`src/rtl/gfau_pkg.sv`:
```
//==============================================================================
// Module : gfau_pkg
// Brief  : Shared op codes, FSM states and timeout limit for the GF(p) unit.
// Rev    : 1.0  initial release
//==============================================================================
`default_nettype none

package gfau_pkg;

  localparam logic [1:0] OP_ADD = 2'd0;
  localparam logic [1:0] OP_SUB = 2'd1;
  localparam logic [1:0] OP_MUL = 2'd2;
  localparam logic [1:0] OP_DIV = 2'd3;

  typedef enum logic [2:0] {
    S_IDLE   = 3'd0,
    S_ADDSUB = 3'd1,
    S_MULT   = 3'd2,
    S_MFIX   = 3'd3,
    S_DIV    = 3'd4,
    S_FIN    = 3'd5
  } state_t;

  function automatic int timeout_limit(input int width);
    return 4 * width + 4;
  endfunction

endpackage

`default_nettype wire

```
`src/rtl/gfau_half_mod.sv`:
```
//==============================================================================
// Module : gfau_half_mod
// Brief  : Modular halving, y = (x even ? x : x + p) >> 1, for odd p and x < p.
// Rev    : 1.0  initial release
//==============================================================================
`default_nettype none

module gfau_half_mod
  import gfau_pkg::*;
#(
  parameter int WIDTH = 32
) (
  input  logic [WIDTH-1:0] x,
  input  logic [WIDTH-1:0] p,
  output logic [WIDTH-1:0] y
);

  logic [WIDTH:0] w_sum;

  assign w_sum = {1'b0, x} + (x[0] ? {1'b0, p} : {(WIDTH+1){1'b0}});
  assign y     = WIDTH'(w_sum >> 1);

endmodule

`default_nettype wire

```
`src/rtl/gfau_param.sv`:
```
//==============================================================================
// Module : gfau_param
// Brief  : Parametrised GF(p) unit: add, sub, Montgomery mult and binary-
//          inversion divide behind a start/done handshake.
//          Optional macro GFAU_OPERAND_CHECK_EN rejects operands >= prime.
// Rev    : 1.0  initial release
//==============================================================================
`default_nettype none

module gfau_param
  import gfau_pkg::*;
#(
  parameter int WIDTH = 32,
  parameter int CNT_W = $clog2(4 * WIDTH + 4)
) (
  input  logic             i_clk,
  input  logic             i_rst,
  input  logic             start,
  input  logic [1:0]       op_sel,
  input  logic [WIDTH-1:0] in_0,
  input  logic [WIDTH-1:0] in_1,
  input  logic [WIDTH-1:0] prime,
  output logic             busy,
  output logic             done,
  output logic [WIDTH-1:0] result,
  output logic             err
);

  localparam logic [CNT_W-1:0] c_mul_steps = CNT_W'(WIDTH);
  // DIV cycles are counted so that accept-to-done never exceeds the limit
  localparam logic [CNT_W-1:0] c_div_last  = CNT_W'(timeout_limit(WIDTH) - 2);

  state_t             r_state;
  logic [1:0]         r_op;
  logic [WIDTH-1:0]   r_a, r_b, r_p;
  logic [WIDTH+1:0]   r_m;
  logic [WIDTH-1:0]   r_u, r_v, r_x1, r_x2;
  logic [CNT_W-1:0]   r_cnt;
  logic               r_bad;

  logic               w_bad_opnd;
  logic [WIDTH:0]     w_sum;
  logic [WIDTH-1:0]   w_add, w_sub;
  logic [WIDTH+1:0]   w_t0, w_t1, w_m_next, w_m_fix;
  logic [WIDTH-1:0]   w_x1_half, w_x2_half, w_x1_sub, w_x2_sub;
  logic               w_div_end, w_div_err;
  logic [WIDTH-1:0]   w_div_res;

`ifdef GFAU_OPERAND_CHECK_EN
  assign w_bad_opnd = (in_0 >= prime) || (in_1 >= prime);
`else
  assign w_bad_opnd = 1'b0;
`endif

  assign w_sum = {1'b0, r_a} + {1'b0, r_b};
  assign w_add = WIDTH'((w_sum >= {1'b0, r_p}) ? (w_sum - {1'b0, r_p}) : w_sum);
  assign w_sub = WIDTH'((r_a >= r_b) ? ({1'b0, r_a} - {1'b0, r_b})
                                     : ({1'b0, r_a} - {1'b0, r_b} + {1'b0, r_p}));

  // One Montgomery bit step; r_a is shifted so bit 0 is always the current a[i]
  assign w_t0     = r_m + (r_a[0] ? {2'b00, r_b} : {(WIDTH+2){1'b0}});
  assign w_t1     = w_t0[0] ? (w_t0 + {2'b00, r_p}) : w_t0;
  assign w_m_next = w_t1 >> 1;
  assign w_m_fix  = (r_m >= {2'b00, r_p}) ? (r_m - {2'b00, r_p}) : r_m;

  gfau_half_mod #(.WIDTH(WIDTH)) u_half_x1 (.x(r_x1), .p(r_p), .y(w_x1_half));
  gfau_half_mod #(.WIDTH(WIDTH)) u_half_x2 (.x(r_x2), .p(r_p), .y(w_x2_half));

  assign w_x1_sub = WIDTH'((r_x1 >= r_x2) ? ({1'b0, r_x1} - {1'b0, r_x2})
                                          : ({1'b0, r_x1} - {1'b0, r_x2} + {1'b0, r_p}));
  assign w_x2_sub = WIDTH'((r_x2 >= r_x1) ? ({1'b0, r_x2} - {1'b0, r_x1})
                                          : ({1'b0, r_x2} - {1'b0, r_x1} + {1'b0, r_p}));

  assign w_div_end = (r_u == '0) || (r_u == WIDTH'(1)) || (r_v == WIDTH'(1)) ||
                     (r_cnt == c_div_last);

  // u==0 only arises from b==0 (or a non-prime p); the last branch is the timeout
  always_comb begin
    w_div_err = 1'b0;
    w_div_res = '0;
    if (r_u == '0)              w_div_err = 1'b1;
    else if (r_u == WIDTH'(1))  w_div_res = r_x1;
    else if (r_v == WIDTH'(1))  w_div_res = r_x2;
    else                        w_div_err = 1'b1;
  end

  always_ff @(posedge i_clk or posedge i_rst) begin
    if (i_rst) begin
      r_state <= S_IDLE;
      r_op    <= '0;
      r_a     <= '0;
      r_b     <= '0;
      r_p     <= '0;
      r_m     <= '0;
      r_u     <= '0;
      r_v     <= '0;
      r_x1    <= '0;
      r_x2    <= '0;
      r_cnt   <= '0;
      r_bad   <= 1'b0;
      busy    <= 1'b0;
      done    <= 1'b0;
      result  <= '0;
      err     <= 1'b0;
    end else begin
      case (r_state)
        S_IDLE: begin
          if (start) begin
            r_op  <= op_sel;
            r_a   <= in_0;
            r_b   <= in_1;
            r_p   <= prime;
            r_m   <= '0;
            r_u   <= in_1;
            r_v   <= prime;
            r_x1  <= in_0;
            r_x2  <= '0;
            r_cnt <= '0;
            r_bad <= w_bad_opnd;
            busy  <= 1'b1;
            if (w_bad_opnd || op_sel == OP_ADD || op_sel == OP_SUB) r_state <= S_ADDSUB;
            else if (op_sel == OP_MUL)                              r_state <= S_MULT;
            else                                                    r_state <= S_DIV;
          end
        end
        S_ADDSUB: begin
          err     <= r_bad;
          result  <= r_bad ? '0 : ((r_op == OP_SUB) ? w_sub : w_add);
          busy    <= 1'b0;
          done    <= 1'b1;
          r_state <= S_FIN;
        end
        S_MULT: begin
          if (r_cnt == c_mul_steps) begin
            r_state <= S_MFIX;
          end else begin
            r_m   <= w_m_next;
            r_a   <= r_a >> 1;
            r_cnt <= r_cnt + 1'b1;
          end
        end
        S_MFIX: begin
          result  <= WIDTH'(w_m_fix);
          err     <= 1'b0;
          busy    <= 1'b0;
          done    <= 1'b1;
          r_state <= S_FIN;
        end
        S_DIV: begin
          if (w_div_end) begin
            result  <= w_div_res;
            err     <= w_div_err;
            busy    <= 1'b0;
            done    <= 1'b1;
            r_state <= S_FIN;
          end else begin
            r_cnt <= r_cnt + 1'b1;
            if (!r_u[0]) begin
              r_u  <= r_u >> 1;
              r_x1 <= w_x1_half;
            end else if (!r_v[0]) begin
              r_v  <= r_v >> 1;
              r_x2 <= w_x2_half;
            end else if (r_u >= r_v) begin
              r_u  <= r_u - r_v;
              r_x1 <= w_x1_sub;
            end else begin
              r_v  <= r_v - r_u;
              r_x2 <= w_x2_sub;
            end
          end
        end
        S_FIN: begin
          done    <= 1'b0;
          r_state <= S_IDLE;
        end
        default: r_state <= S_IDLE;
      endcase
    end
  end

endmodule

`default_nettype wire

```
`config.mk`:
```
export PLATFORM = sky130hd
export DESIGN_NAME = gfau_param
export DESIGN_NICKNAME = d
export VERILOG_FILES = /design/src/rtl/gfau_pkg.sv /design/src/rtl/gfau_half_mod.sv /design/src/rtl/gfau_param.sv
export SDC_FILE = /design/constraint.sdc
export NUM_CORES = 2
export LEC_CHECK = 0
export BUFFER_PORTS_ARGS = -buffer_cell sky130_fd_sc_hd__buf_4
export CAP_MARGIN = 40
export CELL_PAD_IN_SITES_DETAIL_PLACEMENT = 0
export CELL_PAD_IN_SITES_GLOBAL_PLACEMENT = 2
export CORE_ASPECT_RATIO = 0.7
export CORE_MARGIN = 4
export CORE_UTILIZATION = 30
export CTS_BUF_LIST = sky130_fd_sc_hd__clkbuf_8
export DETAILED_ROUTE_END_ITERATION = 12
export PLACE_DENSITY = 0.72
export SETUP_SLACK_MARGIN = 0.3
export SLEW_MARGIN = 20
export SYNTH_ARGS = -nofsm -noshare
export SYNTH_HDL_FRONTEND = slang
export SYNTH_SLANG_ARGS = --single-unit
```
`constraint.sdc`:
```
create_clock -name i_clk -period 14.1 [get_ports i_clk]
set_input_delay 2.82 -clock i_clk [delete_from_list [all_inputs] [get_ports i_clk]]
set_output_delay 2.82 -clock i_clk [all_outputs]
set_load 0.02 [all_outputs]
```
==> results.txt <==
The run finished with clean final reports. The die width was 446.1 um. The clock net sink count is 305, and the vertical die dimension is 314.7 um.

The cell type with the highest occurrence count on the critical path is a211oi_1. The detailed router placed 41,260 vias in this run. The highest net fanout along the worst path was 26; the number of pins with negative max-slew slack in the final report was 0. Among all stages on the critical path, the largest delay is contributed by o41ai_1. Origin of the worst min-delay path: r_op[1]$_DFFE_PP0P_.

The tools report the number of hold buffers added after CTS as 0. In this run the critical register-to-register path is launched from r_b[1]$_DFFE_PP0P_. The mean instance size in the synthesized netlist works out to 7.479 um^2. In the routed design, unresolved DRC markers number 0. Dividing the detail-routed via count by the number of cells gives 5.722.

The cell count after synthesis came out at 5,389. Setup violations remaining at the end of the flow were counted as 0. The kind of cell with the highest combined delay on the critical path was compound AO/OA/AOI/OAI gates.

After synthesis the netlist holds a flip-flop and latch count of 305. The number of post-CTS setup repair buffers was 0. The met3 demand-to-capacity share in global routing was 7.789%; the routed length per placed instance was 26.38 um. The pin count of the biggest net entering global routing was 131; the die footprint was 140,400 um^2. In the synthesized netlist, the cells that appear most often are a21oi_1 (598), o21ai_0 (479), ha_1 (476). The cell area that synthesis handed to floorplanning was 40,310 um^2. In the post-synthesis netlist, the biggest area contributors are dfrtp_1 (19%), ha_1 (15%), a21oi_1 (7.4%). For the initial antenna violation count, the log shows 7.

For the maximum root-to-sink buffer count, the log shows 3. After clock tree synthesis, the clock-pin slew on the worst setup and hold paths is 0.07 ns. The count of buffers added on input and output ports is 135. The layout overhead on the synthesized area works out to 10.55%. The most crowded layer after global routing is met1. Clock tree synthesis inserted a total of 66 buffers.

After the first detailed-routing iteration, the DRC count stood at 4,181. The min-delay analysis places its worst path in the category flip-flop to flip-flop. Global routing used 37.55% of the available met2 tracks. The H-tree generated during clock tree synthesis spans 3 levels. For the routed wire length, the log shows 190,200 um. The tree is rooted in a clkbuf_8. Detailed placement finished with a half-perimeter wire length of 154,100 um. The startpoint-to-endpoint class of the critical path was flip-flop to flip-flop. The logs give 0 ns for the total negative setup slack and 274,100 um for the global-route wire length before repair. Global routing finished with a remaining overflow of 0. The largest incremental delay on the critical path works out to 0.67 ns. During synthesis, Yosys emitted a total of 0 warnings.

Max-cap violations in this run came to 0. Among all cell types in the netlist, the one instantiated most often is a21oi_1. In this run the core area contains 112 standard-cell rows. The critical path goes through inv_1 > ha_1 > nor2b_1 > o311ai_0 > o21ai_0 > o41ai_1 > nor3_1 > nor4_2 > o41ai_2 > o21a_1 > o21ai_0 > nand2_1 > ha_1 > nand4_1 > or2_2 > a211oi_1 > nor3_1 > a211oi_1 > o21ai_2 > nand2_4 > mux2i_1 > a211oi_1 > o32a_1. Counting flops with an async set or reset pin after synthesis yields a share of 100.0%. The placed cell count was 7,092; the worst endpoint required time was 14.72 ns. The top-area cell type share of the netlist area came out at 18.94%. The worst path needs 7.147 ns of the cycle, external delays included. The biggest area consumer among synthesized cells is dfrtp_1. Count of flip-flops with a built-in enable after synthesis: 0. Dividing the final minimum period by the clock period gives 50.69%.

The critical path starts at r_b[1]$_DFFE_PP0P_. The critical path arrival is 7.77 ns, and the total nets after synthesis is 5,981. The logs give 0.1399 GHz for the top achievable clock speed and 5,987 for the final-stage net count. Post-CTS repair changed the size of 0 cells. Routability-driven placement finished with a final weighted congestion of 0.9698.

The met1 demand-to-capacity share in global routing was 38.28%. The finished layout holds 7,210 standard cells, fillers aside. Cells with a size suffix above 1 make up 6.955% of the layout. The run gives 0 as the number of failing hold endpoints at the final stage. STA classifies the critical path startpoint as a flip-flop. TritonCTS built the clock tree.

Between clock sinks in the finished design, the worst skew comes to 0.05228 ns. The worst pin sits at a relative slew slack of 31.86%. The number of global-route vias before repair was 38,960; the insertion delay of the later-clocked pin in the worst-skew pair was 0.77 ns. The count of nets left with antenna violations once routing finished came out at 0.

The most used flip-flop cell after synthesis was dfrtp_1. The overall global routing resource usage is 26.36%, and the boundary pin count is 136. For the starting utilization of the core area, the log shows 30.21%.

Yosys mapped the design onto 94 distinct sky130hd cell types. After floorplanning, the core was sized to cover 133,400 um^2. Setup repair after global routing left no endpoint under its margin. The capturing element type of the critical path is a flip-flop. At the pin with the least slew margin, the transition time is 1.022 ns. The count of buffer and inverter cells on the critical path works out to 1. Summing the sequential cell areas from Yosys gives 18.94% of the chip area.

The iteration count of the initial detailed-routing pass came out at 7.
==> final cells by class <==
cell class	instances	area, um^2
inverter	328	1239
antenna	8	20.02
sequential	305	7637
clock buffer	82	1129
clock inverter	26	138.9
fill	14430	88850
tap	1767	2211
multi-input combinational	4488	30480
timing repair buffer	206	1704
==> worst reg2reg max path: stages, from the launching register on <==
cell and delay (ns):
dfrtp_1 0.37, inv_1 0.12, ha_1 0.33, nor2b_1 0.07, o311ai_0 0.55, o21ai_0 0.37
o41ai_1 0.67, nor3_1 0.17, nor4_2 0.45, o41ai_2 0.22, o21a_1 0.23, o21ai_0 0.22
nand2_1 0.09, ha_1 0.41, nand4_1 0.16, or2_2 0.31, a211oi_1 0.27, nor3_1 0.14
a211oi_1 0.38, o21ai_2 0.28, nand2_4 0.43, mux2i_1 0.34, a211oi_1 0.11, o32a_1 0.36
==> final timing paths <==
path | cells past startpoint | slack (ns) | endpoint
setup reg to reg | 23 | 6.95 | result[25]$_DFFE_PP0P_
max in group asynchronous | 5 | 10.07 | result[2]$_DFFE_PP0P_
hold / removal | 2 | 0.50 | r_op[1]$_DFFE_PP0P_
min in group asynchronous | 2 | 1.98 | r_v[2]$_DFFE_PP0P_
setup / recovery | 23 | 6.95 | result[25]$_DFFE_PP0P_
hold reg to reg | 2 | 0.50 | r_op[1]$_DFFE_PP0P_
==> sequential cells by signal (all words and copies together), names as in the netlist, 2 cells and up <==
signal   count
r_m         33
r_a         32
r_b         32
r_p         32
r_u         32
r_v         32
r_x1        32
r_x2        32
result      32
r_cnt        8
r_state      3
r_op         2
==> metal layers <==
layer	wire length, um	part of all wire, %
met1	91070	48
met2	75910	40
met3	17380	9.1
met4	5770	3.0
met5	68	0.036
==> through the flow <==
stage	instance area, um^2	hold WS (ns)	util, %	setup slack [ns]
2_1_floorplan	40310	0.4596	-	2.849
3_3_place_gp	42990	0.4826	32.22	7.045
3_5_place_dp	43240	0.4838	32.41	7.147
4_1_cts	44510	0.5009	33.36	7.099
5_1_grt	44540	0.5271	33.39	6.404
6_report	44560	0.5035	33.40	6.953
==> cells by family after synthesis <==
| group | after synthesis | share of synthesized area [%] |
|---|---|---|
| multiplexers | 90 | 2.269 |
| flip-flops | 305 | 18.94 |
| AND/OR/NAND/NOR | 1500 | 17.17 |
| XOR/XNOR | 404 | 8.779 |
| adder cells (fa/ha/maj) | 491 | 15.52 |
| buffers and inverters | 596 | 5.749 |
| AO/OA/AOI/OAI | 2003 | 31.57 |
==> cells in the final DEF (no fill, tap or decap), types with 83 or more instances in the layout <==
| cell type | Yosys | final |
|---|---|---|
| nand2_1 | 446 | 443 |
| nand3_1 | 92 | 92 |
| o21bai_1 | 84 | 83 |
| buf_4 | 4 | 189 |
| nor3_1 | 120 | 119 |
| o21ai_0 | 479 | 478 |
| xnor2_1 | 271 | 271 |
| ha_1 | 476 | 476 |
| nor2_1 | 465 | 463 |
| xor2_1 | 133 | 133 |
| a21o_1 | 225 | 224 |
| inv_1 | 325 | 342 |
| a21oi_1 | 598 | 597 |
| dfrtp_1 | 305 | 303 |
Power is not shown: default switching activity piles up to over one toggle a cycle in this logic, so the estimate is an artifact.
